--- config.mk ---
export PLATFORM = sky130hd
export DESIGN_NAME = operand_entry_ctrl_flat
export DESIGN_NICKNAME = d
export VERILOG_FILES = /design/src/rtl/operand_entry_ctrl_if.sv /design/src/rtl/operand_entry_ctrl.sv /design/src/flat_wrapper.sv
export SDC_FILE = /design/constraint.sdc
export NUM_CORES = 1
export LEC_CHECK = 0
export ABC_AREA = 1
export CORE_MARGIN = 4
export CORE_UTILIZATION = 37
export CTS_CLUSTER_DIAMETER = 150
export DETAILED_ROUTE_END_ITERATION = 6
export SYNTH_ARGS = -nofsm -noshare
export SYNTH_HDL_FRONTEND = slang
export SYNTH_SLANG_ARGS = --single-unit
--- constraint.sdc ---
create_clock -name clk -period 1.5 [get_ports clk]
set_input_delay 0.3 -clock clk [delete_from_list [all_inputs] [get_ports clk]]
set_output_delay 0.3 -clock clk [all_outputs]
set_load 0.05 [all_outputs]
--- src/rtl/operand_entry_ctrl_if.sv ---
// Board-side bundle for the calculator operand entry front end.
// The master drives the switches and keys; the slave returns the operands, the operator and the entry state.
interface operand_entry_ctrl_if;
  logic [3:0] sw;
  logic [1:0] key_n;
  logic [3:0] a0;
  logic [3:0] a1;
  logic       op_sub;
  logic [1:0] state;
  logic       result_vld;

  modport master (
    output sw, key_n,
    input  a0, a1, op_sub, state, result_vld
  );

  modport slave (
    input  sw, key_n,
    output a0, a1, op_sub, state, result_vld
  );
endinterface

--- src/rtl/operand_entry_ctrl.sv ---
// Calculator input front end: synchronises sw/key_n, debounces the keys, and captures operands with an A0 -> A1 -> DONE FSM.
// Optional macro LIVE_PREVIEW_EN: the operand being entered follows the synchronised switches until ENTER.
module operand_entry_ctrl #(
  parameter int DEBOUNCE_CYCLES = 500000,
  parameter int CNT_W           = 19
) (
  input  logic               clk,
  input  logic               rst_n,
  operand_entry_ctrl_if.slave bus
);

  typedef enum logic [1:0] {
    GET_A0  = 2'b00,
    GET_A1  = 2'b01,
    DONE    = 2'b10,
    ILLEGAL = 2'b11
  } state_t;

  logic [1:0] key_p0, key_p1;
  logic [3:0] sw_p0, sw_p1;
  logic [1:0] press;

  state_t     state_q, state_n;
  logic [3:0] a0_q, a0_n, a1_q, a1_n;
  logic       op_q, op_n, vld_q, vld_n;

  // Stage p0/p1: two-flop synchronisers. Keys reset to the pressed level, so a key
  // held through reset never shows a released sample and cannot arm itself.
  always_ff @(posedge clk or negedge rst_n) begin
    if (!rst_n) begin
      key_p0 <= 2'b00;
      key_p1 <= 2'b00;
    end else begin
      key_p0 <= bus.key_n;
      key_p1 <= key_p0;
    end
  end

  always_ff @(posedge clk) begin
    sw_p0 <= bus.sw;
    sw_p1 <= sw_p0;
  end

  // Debounce per key: count while the synced level disagrees with the accepted level.
  // A press is only reported once the key has been seen released since reset.
  for (genvar k = 0; k < 2; k++) begin : g_deb
    logic [CNT_W-1:0] cnt;
    logic             deb;
    logic             armed;
    logic             accept;

    assign accept   = (key_p1[k] != deb) && (cnt == CNT_W'(DEBOUNCE_CYCLES - 1));
    assign press[k] = accept && deb && armed;

    always_ff @(posedge clk or negedge rst_n) begin
      if (!rst_n) begin
        cnt   <= '0;
        deb   <= 1'b1;
        armed <= 1'b0;
      end else begin
        if (key_p1[k]) armed <= 1'b1;
        if (key_p1[k] == deb) begin
          cnt <= '0;
        end else if (accept) begin
          deb <= key_p1[k];
          cnt <= '0;
        end else begin
          cnt <= cnt + 1'b1;
        end
      end
    end
  end

  always_ff @(posedge clk or negedge rst_n) begin
    if (!rst_n) begin
      state_q <= GET_A0;
      a0_q    <= '0;
      a1_q    <= '0;
      op_q    <= 1'b0;
      vld_q   <= 1'b0;
    end else begin
      state_q <= state_n;
      a0_q    <= a0_n;
      a1_q    <= a1_n;
      op_q    <= op_n;
      vld_q   <= vld_n;
    end
  end

  always_comb begin
    state_n = state_q;
    a0_n    = a0_q;
    a1_n    = a1_q;
    op_n    = op_q;
    vld_n   = vld_q;
    if (press[1]) op_n = ~op_q;
    case (state_q)
      GET_A0: begin
`ifdef LIVE_PREVIEW_EN
        a0_n = sw_p1;
`endif
        if (press[0]) begin
          a0_n    = sw_p1;
          state_n = GET_A1;
        end
      end
      GET_A1: begin
`ifdef LIVE_PREVIEW_EN
        a1_n = sw_p1;
`endif
        if (press[0]) begin
          a1_n    = sw_p1;
          vld_n   = 1'b1;
          state_n = DONE;
        end
      end
      DONE: begin
        if (press[0]) begin
          a0_n    = '0;
          a1_n    = '0;
          vld_n   = 1'b0;
          state_n = GET_A0;
        end
      end
      default: begin
        a0_n    = '0;
        a1_n    = '0;
        vld_n   = 1'b0;
        state_n = GET_A0;
      end
    endcase
  end

  assign bus.a0         = a0_q;
  assign bus.a1         = a1_q;
  assign bus.op_sub     = op_q;
  assign bus.state      = state_q;
  assign bus.result_vld = vld_q;

endmodule

--- src/flat_wrapper.sv ---
// flat-port wrapper written by rule: the top's interface ports become plain ports
module operand_entry_ctrl_flat 
#(
  parameter int DEBOUNCE_CYCLES = 500000,
  parameter int CNT_W           = 19
)
  (clk, rst_n, bus_sw, bus_key_n, bus_a0, bus_a1, bus_op_sub, bus_state, bus_result_vld);
  operand_entry_ctrl_if bus_i ();
  input  logic clk;
  input  logic rst_n;
  input wire logic [$bits(bus_i.sw)-1:0] bus_sw;
  input wire logic [$bits(bus_i.key_n)-1:0] bus_key_n;
  output wire logic [$bits(bus_i.a0)-1:0] bus_a0;
  output wire logic [$bits(bus_i.a1)-1:0] bus_a1;
  output wire logic [$bits(bus_i.op_sub)-1:0] bus_op_sub;
  output wire logic [$bits(bus_i.state)-1:0] bus_state;
  output wire logic [$bits(bus_i.result_vld)-1:0] bus_result_vld;
  assign bus_i.sw = bus_sw;
  assign bus_i.key_n = bus_key_n;
  assign bus_a0 = bus_i.a0;
  assign bus_a1 = bus_i.a1;
  assign bus_op_sub = bus_i.op_sub;
  assign bus_state = bus_i.state;
  assign bus_result_vld = bus_i.result_vld;
  operand_entry_ctrl #(.DEBOUNCE_CYCLES(DEBOUNCE_CYCLES), .CNT_W(CNT_W)) u_core (.clk(clk), .rst_n(rst_n), .bus(bus_i));
endmodule
# After elaboration in Yosys (flattened, before gate mapping)
# Cells that the tools add are included.
# op_classes
addsub	2
n_eq_ne	11
n_mux	15
n_bitwise	5
reduce_logical	12
# ops
op	count
two-way mux 19 bit	4
adder 19 x 1 -> 19 bit, second input constant	2
equality test 19 bit, second input constant	2
one-hot mux 4 bit (3 select lines)	2
AND reduction 3 bit	3
two-way mux 4 bit	2
logical AND 1 bit	6
two-way mux 2 bit	3
inequality test 2 x 1 -> 1 bit, second input constant	3
one-hot mux 2 bit (3 select lines)	1
NOT 1 bit	5
AND reduction 2 bit	2
one-hot mux 1 bit (3 select lines)	1
equality test 1 bit	2
equality test 2 x 1 -> 1 bit, second input constant	1
equality test 2 bit, second input constant	1
logical NOT 2 bit	1
two-way mux 1 bit	2
inequality test 1 bit	2
# totals
regBits	66
inputBits	8
out_inout_bits	12
word_cells	60

# Longest topological paths before layout
# Gate-level depths: netlist of run 1.
# depth
word_depth	6
mapped_depth	10
ltp_nobuf	10

# Worst setup path before layout of run 1
# No wires, ideal clock.
# synth_timing
path_kind	reg2reg
from	register u_core.g_deb[0].cnt[0]
to	register u_core.a1_q[0], in the netlist u_core.bus.a1[0]
setup_time_ns	0.119
arrival_time_ns	1.301
required_time_ns	1.381
slack_ns	0.079
stages_incl_launch_ff	11
path_cell_list	dfrtp_1 > ha_1 > nand3_4 > clkinv_2 > nand2_1 > nor2_2 > nand3_2 > nand2_4 > nand2_4 > nand2_1 > nand2_1
# synth_via
elab_chain_len	6
word_cells_on_any_way	7
cone_classes	eq/ne: 3; reduce/logical: 4
# synth_rtl
item	line	rtl
from (decl)	operand_entry_ctrl.sv:47	logic [CNT_W-1:0] cnt;
from (signal assigned)	operand_entry_ctrl.sv:68	cnt <= cnt + 1'b1;
equality test 19 bit (*)	operand_entry_ctrl.sv:52	assign accept = (key_p1[k] != deb) && (cnt == CNT_W'(DEBOUNCE_CYCLES - 1));
logical AND 1 bit (*)	operand_entry_ctrl.sv:52	
logical AND 1 bit (*) (2 in a row)	operand_entry_ctrl.sv:53	assign press[k] = accept && deb && armed;
inequality test 2 x 1 -> 1 bit (no source line)	--	
AND reduction 3 bit (no source line) (*)	--	
to (signal assigned)	operand_entry_ctrl.sv:84	a1_q <= a1_n;
to (decl)	operand_entry_ctrl.sv:24	logic [3:0] a0_q, a0_n, a1_q, a1_n;
# Mark *: on every way between the ends. The rest lies on a longest branch, timed or not.
# A chain may end at the register's enable or synchronous reset.

# Final worst setup path of run 1
# layout_timing
from	register u_core.g_deb[0].cnt[1]
to	register u_core.a1_q[0], in the netlist u_core.bus.a1[0]
# The elaborated chain is that of the path after synthesis.

==> results of run 1 <==
flip-flops by register name, indices dropped and copies added (netlist names):
signal / count
u_core.g_deb.cnt: 38
u_core.bus.a0: 4
u_core.bus.a1: 4
u_core.sw_p0: 4
u_core.sw_p1: 4
u_core.bus.state: 2
u_core.g_deb.armed: 2
u_core.g_deb.deb: 2
u_core.key_p0: 2
u_core.key_p1: 2
u_core.bus.op_sub: 1
u_core.bus.result_vld: 1
final timing paths:
kind,from,endpoint,slack (ns),cells after the start
max,u_core.g_deb[0].cnt[1]$_DFF_PN0_,u_core.bus.a1[0]$_DFFE_PN0P_,0.04,10
min,u_core.sw_p0[2]$_DFF_P_,u_core.sw_p1[2]$_DFF_P_,0.33,0
max in group asynchronous,rst_n,u_core.g_deb[0].deb$_DFFE_PN1P_,0.72,3
min reg2reg,u_core.sw_p0[2]$_DFF_P_,u_core.sw_p1[2]$_DFF_P_,0.33,0
max reg2reg,u_core.g_deb[0].cnt[1]$_DFF_PN0_,u_core.bus.a1[0]$_DFFE_PN0P_,0.04,10
min in group asynchronous,rst_n,u_core.g_deb[1].cnt[16]$_DFF_PN0_,0.48,3
worst reg2reg max path: cells and delay by family, from the launching register on:
family                   cells  cell delay, ns
AND/OR/NAND/NOR              8            0.71
flip-flops                   1            0.39
adder cells (fa/ha/maj)      1            0.17
buffers and inverters        1            0.08
layout make-up:
class | instances | area [sq um] | share of cell area (%)
repair buffers | 46 | 552 | 13.0
clock buffers | 10 | 138 | 3.24
multi-input cells | 272 | 1530 | 35.9
flip-flops and latches | 66 | 1620 | 38.1
inverters | 52 | 196 | 4.62
clock inverters | 6 | 88.8 | 2.09
well taps | 105 | 131 | 3.09
synth_stat cells, drive strengths merged:
master and count:
or2 4, o21ai 9, ha 2, dfxtp 8, nor4 1, xnor2 2, inv 49, nor3b 2
dfrtp 56, nor2 85, a21oi 2, nor3 17, nand3 30, a31oi 1, xor2 13, nand4 11
dfstp 2, clkinv 3, nand2 92
stage by stage:
step | power, mW | hold WS [ns] | TNS (ns) | utilization, % | instances
6_report | 3.64 | 0.329 | 0 | 50.9 | 557
2_1_floorplan | 1.90 | 0.00441 | 0 | - | 389
4_1_cts | 3.67 | 0.332 | 0 | 48.4 | 545
3_5_place_dp | 1.99 | 0.315 | -0.0229 | 45.4 | 527
3_3_place_gp | 1.99 | 0.313 | 0 | 45.4 | 527
5_1_grt | 3.79 | 0.336 | -0.880 | 50.9 | 557
timing repair:
| action | 4_1_cts | 5_1_grt |
|---|---|---|
| endpoints found under the hold margin | 56 | 0 |
| buffers inserted | 1 | 11 |
| cloned | 0 | 1 |
| hold buffers | 1 | 0 |
| setup endpoints to repair | 10 | 36 |
| resized for setup | 1 | 31 |
| pin swaps | 1 | 16 |
cells by family (layout without fill, tap and decap cells):
logic type | Yosys count | in the layout | synth area share (%)
AO/OA/AOI/OAI | 12 | 12 | 2.03
XOR/XNOR | 15 | 15 | 4.09
adder cells (fa/ha/maj) | 2 | 2 | 0.780
buffers and inverters | 52 | 114 | 6.12
flip-flops | 66 | 66 | 50.3
AND/OR/NAND/NOR | 242 | 243 | 36.7
power by group through the flow:
stage                     logic, mW  clock network, mW  registers, mW
after CTS                     0.138               1.71           1.82
after global routing          0.163               1.80           1.83
after global placement        0.134                  0           1.86
final                         0.146               1.67           1.83
after detailed placement      0.135                  0           1.86
after floorplan              0.0478                  0           1.85
routing by layer:
metal  vias up  GRT usage [%]  wire [um]
met4         0           4.40         63
met2        60           18.3       2820
met5         -              0          0
met1      1234           20.3       3400
li1       1338              -          -
met3        10           3.58        334
==> flow_summary.toml, run 1 <==
[run_status]
outcome = "finished, final reports clean"

[sta]
setup_ws_ns = 0.0444
clock_skew_ns = 0.0116
fmax_ghz = 0.687
drv_slew = 0
rsz0062_at_grt = "true"
hold_viol = 0
timing.final.crit_share_pct = 97.0
min_period_ns = 1.46
setup_viol = 0
max_slew.worst_pin.slew_ns = 0.302
slew_headroom_pct = 79.9

[yosys]
synth_cell_type_count = 32
yosys_warnings = 0
synth_top_area_share_pct = 43.7
yosysSeqAreaShare_pct = 50.3
synth_nets = 399
syn_avg_cell_area_sq_um = 8.25
ys_ff_latch = 66
syn-cell-area_sq_um = 3210
yosysTopAreaCell = "dfrtp_1"
synth_cells = 389
synthTopCellsByArea = "dfrtp_1, nand2_1, nor2_1"

[detailed_routing]
vias_per_cell = 4.74
drcViolationCount = 0
drt_iter0_drc = 143
wl_per_cell_um = 11.9
ant_nets = 0
totalWireLength_mm = 6.61
dr_total_vias = 2642
drt_first_pass_iters = 5

[placement]
pre_cts_slack_ns = -0.0104
hpwl_mm = 4.64
port_buffers = 19
placed_cell_area_sq_um = 3790
place_congestion = 0.862

[die]
rows = 33
core_area_sq_um = 8340
die_w_um = 101
die_h_um = 101
initial_utilization_pct = 38.5
num_io_pins = 20
die_area_sq_um = 10200

[setup_path]
path_class = "flip-flop to flip-flop"
required_ns = 1.74
critPathBufInv = 1
crit_family = "simple AND/OR/NAND/NOR gates"
cp-end-kind = "flip-flop"
cp_slowest_stage_delay_ns = 0.39
crit_path_cell_trace = "ha_4 > nand3_4 > clkinv_2 > nand2_2 > nor2_4 > nand3_4 > nand2_4 > nand2_4 > nand2_1 > nand2_1"
crit_path_max_fanout = 5
arrival_ns = 1.69
slowest_stage = "dfrtp_1"
start_kind = "flip-flop"

[clock_network]
clock_path_buffers = 2
clockRootBuffer = "clkbuf_8"
clock-sinks = 66
worstSkewPairLatency_ns = 0.34
cts_tree = "built"
h-tree-depth = 3
numCtsBuffers = 9
clkTransAtPathRegs_ns = 0.07

[grt]
track_usage_pct = 13.3
grt_pass1_wl_mm = 10.8
grt_pass1_vias = 2338
overflow = 0
antenna_found_initial = 0
grt_max_degree = 59

[min_path]
min_path_type = "flip-flop to flip-flop"

[final_layout]
layout_commonest_cell = "nand2_1"
final_cell_area_sq_um = 4250
layout_common_cells = "nand2_1, nor2_1, dfrtp_1"
fillers = 780
nNetsFinal = 457
n_antenna_cell = 0
area_growth_pct = 32.4
layout-drive-gt1-share_pct = 27.0

[power_and_ir_drop]
swShare_pct = 21.7
combPwrFrac_pct = 4.0
seqPwrFrac_pct = 50.2
intPower_mw = 2.85
powerDensity_nw_per_um2 = 857
pwr-share-clk_pct = 45.8
ir_drop_mv = 0.378
leakagePower_nw = 1.92
switching_power_mw = 0.789

[run]
maxCapViolations = 0
(Power assumes the default switching activity.)
==> inputs of run 2 (changes only) <==
==> constraint.sdc (replaced) <==
create_clock -name clk -period 1.3 [get_ports clk]
set_input_delay 0.26 -clock clk [delete_from_list [all_inputs] [get_ports clk]]
set_output_delay 0.26 -clock clk [all_outputs]
set_load 0.05 [all_outputs]
==> run 2 against run 1 <==
The run now ends with setup timing left. Core utilization grew 7.4 points. Via count grew 7.3%. Highest routed layer unchanged. Clock power grew 14%. First-iteration DRC count shrank 57%. Worst setup slack lost 0.21 ns. Total power grew 16%. Sequential power grew 15%. Critical path depth shrank 2. Sequential cell count is the same. Critical path type unchanged.
==> flow_summary.toml, run 2 (same netlist as run 1, synthesis figures left out) <==
[run_status]
outcome = "finished, violations left"
violations = "setup timing"

[placement]
hpwl_mm = 5.16
place_congestion = 0.864
port_buffers = 19

[final_layout]
regMostFlops = "u_core.g_deb.cnt"
layout_commonest_cell = "buf_4"
area_growth_pct = 51.7
n_antenna_cell = 0
largest_reg_flops = 38
nNetsFinal = 507
fillers = 733
layout_common_cells = "buf_4, nand2_1, nor2_1"
layout-drive-gt1-share_pct = 44.6

[power_and_ir_drop]
combPwrFrac_pct = 5.4
seqPwrFrac_pct = 49.6
leakagePower_nw = 2.26
swShare_pct = 24.3
finalPower_mw = 4.24
pwr-share-clk_pct = 45.0
powerDensity_nw_per_um2 = 871
switching_power_mw = 1.03
ir_drop_mv = 0.640
intPower_mw = 3.21

[grt]
grt_pass1_wl_mm = 12.9
grt_max_degree = 32
grtUsageMet1_pct = 19.4
grt_use_met2_pct = 26.5
grt-busiest-layer = "met2"
overflow = 0
grt_pass1_vias = 2893
track_usage_pct = 15.7
grtUsageMet3_pct = 4.20
antenna_found_initial = 0

[clock_network]
h-tree-depth = 3
numCtsBuffers = 9
cts_tree = "built"
worstSkewPairLatency_ns = 0.34
clkTransAtPathRegs_ns = 0.08
clockRootBuffer = "clkbuf_8"
clock-sinks = 66
clock_path_buffers = 2

[setup_path]
path_class = "flip-flop to flip-flop"
start_kind = "flip-flop"
worst_path_most_repeated_cell = "buf_6"
arrival_ns = 1.70
cp_slowest_stage_delay_ns = 0.36
slowest_stage = "dfrtp_1"
crit_path_max_fanout = 2
cp-end-kind = "flip-flop"
crit_path_cell_trace = "ha_2 > nand2_4 > nor2_4 > buf_6 > buf_6 > nand2_1 > o21ai_0 > nor2_2"
required_ns = 1.53

[die]
die_h_um = 101
initial_utilization_pct = 38.5
die_w_um = 101
rows = 33
num_io_pins = 20
core_area_sq_um = 8340
die_area_sq_um = 10200

[sta]
setup_ws_ns = -0.168
hold_viol = 0
rsz0062_at_grt = "true"
min_period_ns = 1.47
drv_slew = 0
max_slew.worst_pin.slew_ns = 0.348
slew_headroom_pct = 76.8
timing.final.crit_share_pct = 113
setup_viol = 40
timing.hold.ws_ns = 0.331
clock_skew_ns = 0.0103
fmax_ghz = 0.681

[detailed_routing]
ant_nets = 0
totalWireLength_mm = 7.65
dr_total_vias = 2835
drt_iter0_drc = 62
drt_first_pass_iters = 4
drcViolationCount = 0
vias_per_cell = 4.67
wl_per_cell_um = 12.6

[min_path]
min_path_type = "flip-flop to flip-flop"

[run]
maxCapViolations = 0
-- run 2: cell count changes in the layout (fill, tap and decap cells not counted), moves of 10 or more --
cell     delta
buf_4      +40
buf_6      +10
nand2_1    -15
nand2_2    +10
nor2_1     -12
nor2_2     +10
-- run 2: final timing paths --
check | depth (start not counted) | slack (ns) | from | to
max | 8 | -0.17 | u_core.g_deb[1].cnt[1]$_DFF_PN0_ | u_core.g_deb[1].cnt[8]$_DFF_PN0_
min reg2reg | 0 | 0.33 | u_core.sw_p0[1]$_DFF_P_ | u_core.sw_p1[1]$_DFF_P_
max in group asynchronous | 3 | 0.39 | rst_n | u_core.g_deb[0].deb$_DFFE_PN1P_
min in group asynchronous | 2 | 0.36 | rst_n | u_core.g_deb[1].cnt[8]$_DFF_PN0_
max reg2reg | 8 | -0.17 | u_core.g_deb[1].cnt[1]$_DFF_PN0_ | u_core.g_deb[1].cnt[8]$_DFF_PN0_
min | 0 | 0.33 | u_core.sw_p0[1]$_DFF_P_ | u_core.sw_p1[1]$_DFF_P_
-- run 2: repair_timing --
item,4_1_cts,5_1_grt
gates cloned,0,0
resized for setup,39,66
pin swaps,21,25
setup buffers,10,10
setup endpoints to repair,42,53
hold endpoints to repair,10,0
hold buffers,1,0
-- run 2: area by class of cell --
class	count	area [sq um]	share of cell area, %
inverters	52	208	4.27
repair buffers	97	980	20.1
flip-flops and latches	66	1620	33.3
well taps	105	131	2.70
clock buffers	10	149	3.06
clock inverters	6	70.1	1.44
multi-input cells	271	1710	35.1
-- run 2: power by group through the flow --
stage / clock network [mW] / registers (mW) / logic (mW)
final: 1.91 / 2.10 / 0.229
after global routing: 2.05 / 2.11 / 0.255
after CTS: 1.97 / 2.10 / 0.210
after detailed placement: 0 / 2.15 / 0.178
after global placement: 0 / 2.14 / 0.174
after floorplan: 0 / 2.14 / 0.0589
-- run 2: per-stage QoR --
| stage | setup slack, ns | TNS [ns] | std cells | instance area (sq um) | utilization [%] |
|---|---|---|---|---|---|
| after global placement | -0.126 | -2.80 | 571 | 4150 | 49.8 |
| after floorplan | -0.0767 | -0.885 | 389 | 3240 | - |
| after detailed placement | -0.174 | -4.01 | 571 | 4150 | 49.8 |
| final | -0.168 | -3.93 | 607 | 4870 | 58.4 |
| after global routing | -0.278 | -7.86 | 607 | 4870 | 58.4 |
| after CTS | -0.183 | -4.53 | 598 | 4590 | 55.0 |
-- run 2: routing by layer --
metal | routed length (um) | vias up
met5 | 0 | -
met4 | 156 | 0
met3 | 246 | 16
met2 | 3890 | 34
met1 | 3350 | 1343
li1 | - | 1442
-- run 2: worst max-delay path: cells and delay by family, from the launching register on --
kind | cells | cell delay, ns
flops | 1 | 0.36
simple gates | 4 | 0.31
compound gates | 1 | 0.27
fa+ha+maj | 1 | 0.21
buf+inv | 2 | 0.21
